[src/rtl/vert_cmd_sender.sv]
// Host-side framer for the vertical motor CPLD link: one motion command becomes a 5-byte UART frame.
// Define VERT_CMD_STATUS_EN to build the status-byte decoder and the per-channel busy tracker.
module vert_cmd_sender #(
    parameter logic [7:0] TRAILER = 8'h00
) (
    input  logic        CLK_SE_AR,
    input  logic        rst,
    input  logic        cmd_valid,
    output logic        cmd_ready,
    input  logic [3:0]  cmd_chan,
    input  logic [14:0] cmd_divider,
    input  logic [12:0] cmd_steps,
    output logic        bad_chan,
    output logic        frame_done,
    output logic [7:0]  tx_data,
    output logic        tx_start,
    input  logic        tx_busy,
    input  logic [7:0]  rx_data,
    input  logic        rx_ready,
    output logic [9:0]  chan_free
);

    typedef enum logic [1:0] {ST_IDLE, ST_LOAD, ST_GAP, ST_WAITB} tx_state_t;

    tx_state_t   state_r;
    logic [2:0]  idx_r;
    logic [31:0] word_r;
    logic [7:0]  tx_data_r;
    logic        tx_start_r;
    logic        bad_chan_r;
    logic        frame_done_r;

    logic [9:0]  chan_free_s;
    logic        chan_bad_s;
    logic        chan_ok_s;
    logic        accept_s;
    logic [31:0] word_s;

    function automatic logic [7:0] frame_byte(input logic [31:0] w, input logic [2:0] i);
        logic [7:0] b;
        case (i)
            3'd0:    b = w[7:0];
            3'd1:    b = w[15:8];
            3'd2:    b = w[23:16];
            3'd3:    b = w[31:24];
            default: b = TRAILER;
        endcase
        return b;
    endfunction

    assign chan_bad_s = (cmd_chan > 4'd9);
    assign word_s     = {cmd_steps, cmd_divider, cmd_chan};

    // Out-of-range channels are always accepted so they can be flagged and dropped.
    always_comb begin
        chan_ok_s = 1'b1;
        if (chan_bad_s) begin
            chan_ok_s = 1'b1;
        end else begin
            chan_ok_s = chan_free_s[cmd_chan];
        end
    end

    assign cmd_ready = ~rst & (state_r == ST_IDLE) & chan_ok_s;
    assign accept_s  = cmd_valid & cmd_ready;

    // Transmit sequencer: LOAD pulses the start, GAP lets tx_busy rise, WAITB waits for it to drop.
    always_ff @(posedge CLK_SE_AR) begin
        if (rst) begin
            state_r      <= ST_IDLE;
            idx_r        <= 3'd0;
            word_r       <= 32'h0000_0000;
            tx_data_r    <= 8'h00;
            tx_start_r   <= 1'b0;
            bad_chan_r   <= 1'b0;
            frame_done_r <= 1'b0;
        end else begin
            tx_start_r   <= 1'b0;
            bad_chan_r   <= 1'b0;
            frame_done_r <= 1'b0;
            case (state_r)
                ST_IDLE: begin
                    idx_r <= 3'd0;
                    if (accept_s) begin
                        if (chan_bad_s) begin
                            bad_chan_r <= 1'b1;
                        end else begin
                            word_r     <= word_s;
                            tx_data_r  <= word_s[7:0];
                            tx_start_r <= 1'b1;
                            state_r    <= ST_LOAD;
                        end
                    end
                end
                ST_LOAD:  state_r <= ST_GAP;
                ST_GAP:   state_r <= ST_WAITB;
                ST_WAITB: begin
                    if (!tx_busy) begin
                        if (idx_r == 3'd4) begin
                            idx_r        <= 3'd0;
                            frame_done_r <= 1'b1;
                            state_r      <= ST_IDLE;
                        end else begin
                            idx_r      <= idx_r + 3'd1;
                            tx_data_r  <= frame_byte(word_r, idx_r + 3'd1);
                            tx_start_r <= 1'b1;
                            state_r    <= ST_LOAD;
                        end
                    end
                end
                default: state_r <= ST_IDLE;
            endcase
        end
    end

    assign tx_data    = tx_data_r;
    assign tx_start   = tx_start_r;
    assign bad_chan   = bad_chan_r;
    assign frame_done = frame_done_r;
    assign chan_free  = chan_free_s;

`ifdef VERT_CMD_STATUS_EN
    typedef enum logic [1:0] {CH_FREE = 2'd0, CH_SKIP = 2'd1, CH_PEND = 2'd2} ch_state_t;

    ch_state_t  chan_state_r [0:9];
    ch_state_t  chan_next_s  [0:9];
    logic [9:0] chan_free_r;
    logic [9:0] free_next_s;
    logic       rx_q_r;
    logic       rx_prev_r;
    logic [7:0] rx_byte_r;
    logic       good_s;
    logic       status_s;
    logic [9:0] hit_s;
    logic [9:0] flag_s;

    assign good_s   = accept_s & ~chan_bad_s;
    assign status_s = rx_q_r & ~rx_prev_r & (rx_byte_r[6:5] == 2'b00);
    assign hit_s    = status_s ? (rx_byte_r[7] ? 10'b11111_00000 : 10'b00000_11111) : 10'b00000_00000;
    assign flag_s   = {rx_byte_r[4:0], rx_byte_r[4:0]};

    // A SKIP channel ignores the first status byte, which may predate its frame; acceptance wins ties.
    always_comb begin
        for (int c = 0; c < 10; c++) begin
            chan_next_s[c] = chan_state_r[c];
            if (good_s && (cmd_chan == 4'(c))) begin
                chan_next_s[c] = CH_SKIP;
            end else if (hit_s[c]) begin
                case (chan_state_r[c])
                    CH_SKIP: chan_next_s[c] = CH_PEND;
                    CH_PEND: begin
                        if (flag_s[c]) begin
                            chan_next_s[c] = CH_PEND;
                        end else begin
                            chan_next_s[c] = CH_FREE;
                        end
                    end
                    CH_FREE: chan_next_s[c] = CH_FREE;
                    default: chan_next_s[c] = CH_FREE;
                endcase
            end else begin
                chan_next_s[c] = chan_state_r[c];
            end
            free_next_s[c] = (chan_next_s[c] == CH_FREE);
        end
    end

    // Status byte capture, rx_ready edge detection and tracker state.
    always_ff @(posedge CLK_SE_AR) begin
        if (rst) begin
            rx_q_r      <= 1'b0;
            rx_prev_r   <= 1'b0;
            rx_byte_r   <= 8'h00;
            chan_free_r <= 10'h3FF;
            for (int c = 0; c < 10; c++) begin
                chan_state_r[c] <= CH_FREE;
            end
        end else begin
            rx_q_r      <= rx_ready;
            rx_prev_r   <= rx_q_r;
            rx_byte_r   <= rx_data;
            chan_free_r <= free_next_s;
            for (int c = 0; c < 10; c++) begin
                chan_state_r[c] <= chan_next_s[c];
            end
        end
    end

    assign chan_free_s = chan_free_r;
`else
    logic unused_rx_s;
    assign unused_rx_s = ^{rx_data, rx_ready};
    assign chan_free_s = 10'h3FF;
`endif

endmodule

[config.mk]
export PLATFORM = sky130hd
export DESIGN_NAME = vert_cmd_sender
export DESIGN_NICKNAME = d
export VERILOG_FILES = /design/src/rtl/vert_cmd_sender.sv
export SDC_FILE = /design/constraint.sdc
export NUM_CORES = 1
export LEC_CHECK = 0
export ABC_AREA = 1
export CORE_MARGIN = 2
export CORE_UTILIZATION = 35
export CTS_CLUSTER_SIZE = 40
export DETAILED_ROUTE_END_ITERATION = 16
export SLEW_MARGIN = 10
export SYNTH_ARGS = -nofsm -noshare
export SYNTH_HDL_FRONTEND = slang
export SYNTH_SLANG_ARGS = --single-unit
[constraint.sdc]
create_clock -name CLK_SE_AR -period 2.5 [get_ports CLK_SE_AR]
set_input_delay 0.25 -clock CLK_SE_AR [delete_from_list [all_inputs] [get_ports CLK_SE_AR]]
set_output_delay 0.25 -clock CLK_SE_AR [all_outputs]
set_load 0.1 [all_outputs]
==> impl_metrics.env <==
export IMPL_status="finished, final reports clean"
export IMPL_hp_class="reg -> reg"
export IMPL_max_slew_worst_pin_slew_ps=557
export IMPL_cts_path_max_buffers=2
export IMPL_fin_skew_ps=5.40
export IMPL_timing_final_crit_period_ps=1920
export IMPL_placementRows=30
export IMPL_worstReg2RegStart="state_r[0]$_SDFFE_PP0P_"
export IMPL_cp_start_kind="flop"
export IMPL_timing_max_transition_violations_final=0
export IMPL_die_area_um2=7640
export IMPL_vdd_drop_max_mv=0.228
export IMPL_syn_area_um2=2430
export IMPL_rsz0062_at_grt="false"
export IMPL_min_from="word_r[9]$_SDFFE_PP0P_"
export IMPL_finish_cell_count_without_fillers=454
export IMPL_regToRegEndpoint="word_r[3]$_SDFFE_PP0P_"
export IMPL_floorplan_die_width_um=87.4
export IMPL_drive_above_1_share=0.0909
export IMPL_cts_repair_resize_count=0
export IMPL_die_height_um=87.4
export IMPL_gp_routability_congestion=0.747
export IMPL_ratio_of_total_power_to_cell_area_nw_per_um2=1040
export IMPL_remaining_drc_errors=0
export IMPL_first_pass_iteration_count_of_the_detailed_router=4
export IMPL_timing_hold_violations_final=0
export IMPL_grt_start_max_net_pins=41
export IMPL_worst_relative_slew_slack=0.628
export IMPL_grt_pass1_wl_um=8930
export IMPL_grt_util_all_layers=0.146
export IMPL_worst_r2r_cell_count=9
export IMPL_timing_setup_tns_ps=0
export IMPL_antenna_left=0
export IMPL_worstSetupEndpointType="flop"
export IMPL_grt_overflow_total=0
export IMPL_postSynthRegisterBits=48
export IMPL_clkLatencyLatePin_ps=310
export IMPL_numPortBuffers=47
export IMPL_place_detailed_hpwl_um=3760
export IMPL_syn_inst=337
export IMPL_worstPathArrival_ps=2130
export IMPL_synth_seq_area_share=0.395
export IMPL_postCtsSetupRepairBufs=0
export IMPL_cts_tree="yes"
export IMPL_power_total_uw=3060
export IMPL_floorplan_initialDensity=0.360
export IMPL_distinct_cell_type_count_after_synthesis=28
export IMPL_hold_path_cell_count=2
export IMPL_area_growth_syn_to_layout_pct=21.2
export IMPL_fin_crit_sh=0.768
export IMPL_avgSynthCellArea_um2=7.23
export IMPL_cellLeakagePower_uw=0.00130
export IMPL_cp_max_fo=40
export IMPL_antenna_diode_count=0
export IMPL_vias=2121
export IMPL_drv_cap=0
export IMPL_ioPinCount=67
export IMPL_clk_pin_slew_worst_paths_ps=100
export IMPL_final_nets=426
export IMPL_cts_htree_levels=2
export IMPL_timing_reg2reg_setup_slack_ps=580
export IMPL_first_global_vias=1892
export IMPL_core_area_um2=6760
export IMPL_hold_buffers_post_cts=0
export IMPL_route_detailed_vias_per_inst=4.67
export IMPL_placedCellCount=446
export IMPL_timing_final_setup_violations=0
export IMPL_starting_drc_count_in_detailed_routing=108
export IMPL_grt_antenna_before_repair=0
export IMPL_whs_endpoint="word_r[9]$_SDFFE_PP0P_"
export IMPL_timing_setup_critical_path_class="reg -> reg"
export IMPL_detail_route_wirelength_um=5190
export IMPL_synth_warning_count=0
export IMPL_clock_sinks=48
export IMPL_clock_tree_root_cell="sky130_fd_sc_hd__clkbuf_8"
export IMPL_cts_made_buffers=5
export IMPL_critPathRequiredTime_ps=2710
export IMPL_average_detailed_routed_wire_length_per_instance_um=11.4
export IMPL_clock_fmax_mhz=521
==> worst max path at each step <==
stage / start / endpoint / slack [ps] / cells after the start
global route: state_r[0]$_SDFFE_PP0P_ / word_r[1]$_SDFFE_PP0P_ / 380 / 8
floorplan: state_r[0]$_SDFFE_PP0P_ / word_r[10]$_SDFFE_PP0P_ / 580 / 8
finish: state_r[0]$_SDFFE_PP0P_ / word_r[3]$_SDFFE_PP0P_ / 580 / 9
global placement: cmd_chan[2] / word_r[0]$_SDFFE_PP0P_ / 580 / 8
detailed placement: cmd_chan[2] / word_r[4]$_SDFFE_PP0P_ / 590 / 8
CTS: state_r[0]$_SDFFE_PP0P_ / word_r[3]$_SDFFE_PP0P_ / 590 / 9
==> per-layer routing <==
| layer | wire [um] | vias to the layer above | track usage |
|---|---|---|---|
| li1 | - | 1133 | - |
| met1 | 2730 | 925 | 0.206 |
| met2 | 2120 | 58 | 0.220 |
| met3 | 293 | 5 | 0.0398 |
| met4 | 51 | 0 | 0.0378 |
| met5 | 0 | - | 0 |
==> power breakdown <==
group	internal, uW	switching, uW	leakage, uW
clock	302	282	0.0000548
sequential	918	83.4	0.000393
combinational	404	1070	0.000853
total	1620	1440	0.00130
==> metrics by stage <==
| stage | hold WS, ps | worst slack (ps) | utilization | instance area (um2) |
|---|---|---|---|---|
| floorplan | 326 | 582 | - | 2470 |
| global placement | 466 | 585 | 0.420 | 2840 |
| detailed placement | 474 | 586 | 0.420 | 2840 |
| CTS | 495 | 586 | 0.437 | 2950 |
| global route | 517 | 384 | 0.437 | 2950 |
| finish | 493 | 579 | 0.437 | 2950 |
==> worst max-delay path: stages, from the launching register on <==
cell	delay (ps)
sky130_fd_sc_hd__dfxtp_1	340
sky130_fd_sc_hd__inv_1	110
sky130_fd_sc_hd__ha_1	290
sky130_fd_sc_hd__inv_2	80
sky130_fd_sc_hd__nor2_4	150
sky130_fd_sc_hd__nand3_4	270
sky130_fd_sc_hd__clkinv_4	320
sky130_fd_sc_hd__a21oi_1	110
sky130_fd_sc_hd__o21ai_0	80
sky130_fd_sc_hd__inv_1	50
==> Yosys cell counts <==
cell,count,area share
sky130_fd_sc_hd__nand2_1,43,0.066
sky130_fd_sc_hd__o32ai_1,1,0.0036
sky130_fd_sc_hd__nand4_4,1,0.0087
sky130_fd_sc_hd__buf_2,2,0.0041
sky130_fd_sc_hd__clkbuf_1,7,0.011
sky130_fd_sc_hd__inv_1,27,0.042
sky130_fd_sc_hd__o21bai_1,1,0.0031
sky130_fd_sc_hd__buf_6,5,0.023
sky130_fd_sc_hd__o21ai_4,1,0.0067
sky130_fd_sc_hd__nor4_1,2,0.0051
sky130_fd_sc_hd__a31oi_1,1,0.0026
sky130_fd_sc_hd__clkinv_4,1,0.0036
sky130_fd_sc_hd__inv_2,1,0.0015
sky130_fd_sc_hd__a21oi_1,18,0.037
sky130_fd_sc_hd__conb_1,1,0.0015
sky130_fd_sc_hd__a211oi_1,2,0.0062
sky130_fd_sc_hd__ha_1,8,0.041
sky130_fd_sc_hd__nand3_4,1,0.0072
sky130_fd_sc_hd__a211oi_2,1,0.0051
sky130_fd_sc_hd__nor2_4,1,0.0046
sky130_fd_sc_hd__or2_2,2,0.0051
sky130_fd_sc_hd__nor2_1,68,0.10
sky130_fd_sc_hd__buf_4,16,0.049
sky130_fd_sc_hd__nand2_4,1,0.0046
sky130_fd_sc_hd__o21ai_0,41,0.084
sky130_fd_sc_hd__nand3_1,35,0.072
sky130_fd_sc_hd__buf_1,1,0.0015
sky130_fd_sc_hd__dfxtp_1,48,0.39
==> cell usage in the layout (no fill, tap or decap), types with 2 or more instances in the layout <==
cell,count
sky130_fd_sc_hd__buf_4,15
sky130_fd_sc_hd__or2_2,2
sky130_fd_sc_hd__nand2_1,43
sky130_fd_sc_hd__conb_1,10
sky130_fd_sc_hd__ha_1,8
sky130_fd_sc_hd__nor4_1,2
sky130_fd_sc_hd__clkbuf_8,5
sky130_fd_sc_hd__nor2_1,68
sky130_fd_sc_hd__inv_1,27
sky130_fd_sc_hd__a211oi_1,2
sky130_fd_sc_hd__dfxtp_1,48
sky130_fd_sc_hd__a21oi_1,18
sky130_fd_sc_hd__clkdlybuf4s50_1,35
sky130_fd_sc_hd__nand3_1,35
sky130_fd_sc_hd__o21ai_0,41
==> flip-flops by register name, indices dropped and copies added, names as in the netlist <==
signal / count
idx_r: 3
bad_chan: 1
frame_done: 1
word_r: 32
tx_data: 8
tx_start: 1
state_r: 2
==> logic make-up (layout without fill, tap and decap cells) <==
kind of cell,Yosys count,in the layout,share of synthesized area
AOI/OAI and AO/OA,66,66,0.149
and+or+nand+nor,154,154,0.279
other,1,10,0.00154
DFF,48,48,0.395
adders and majority gates,8,8,0.0411
buffers and inverters,60,88,0.136
==> final cells by class <==
class | instances | area (um2)
fillers | 722 | 3810
multi-input cells | 238 | 1180
flip-flops and latches | 48 | 961
repair buffers | 51 | 483
inverters | 29 | 114
well taps | 80 | 100
clock buffers | 5 | 68.8
clock inverters | 3 | 46.3
(Power assumes the default switching activity.)
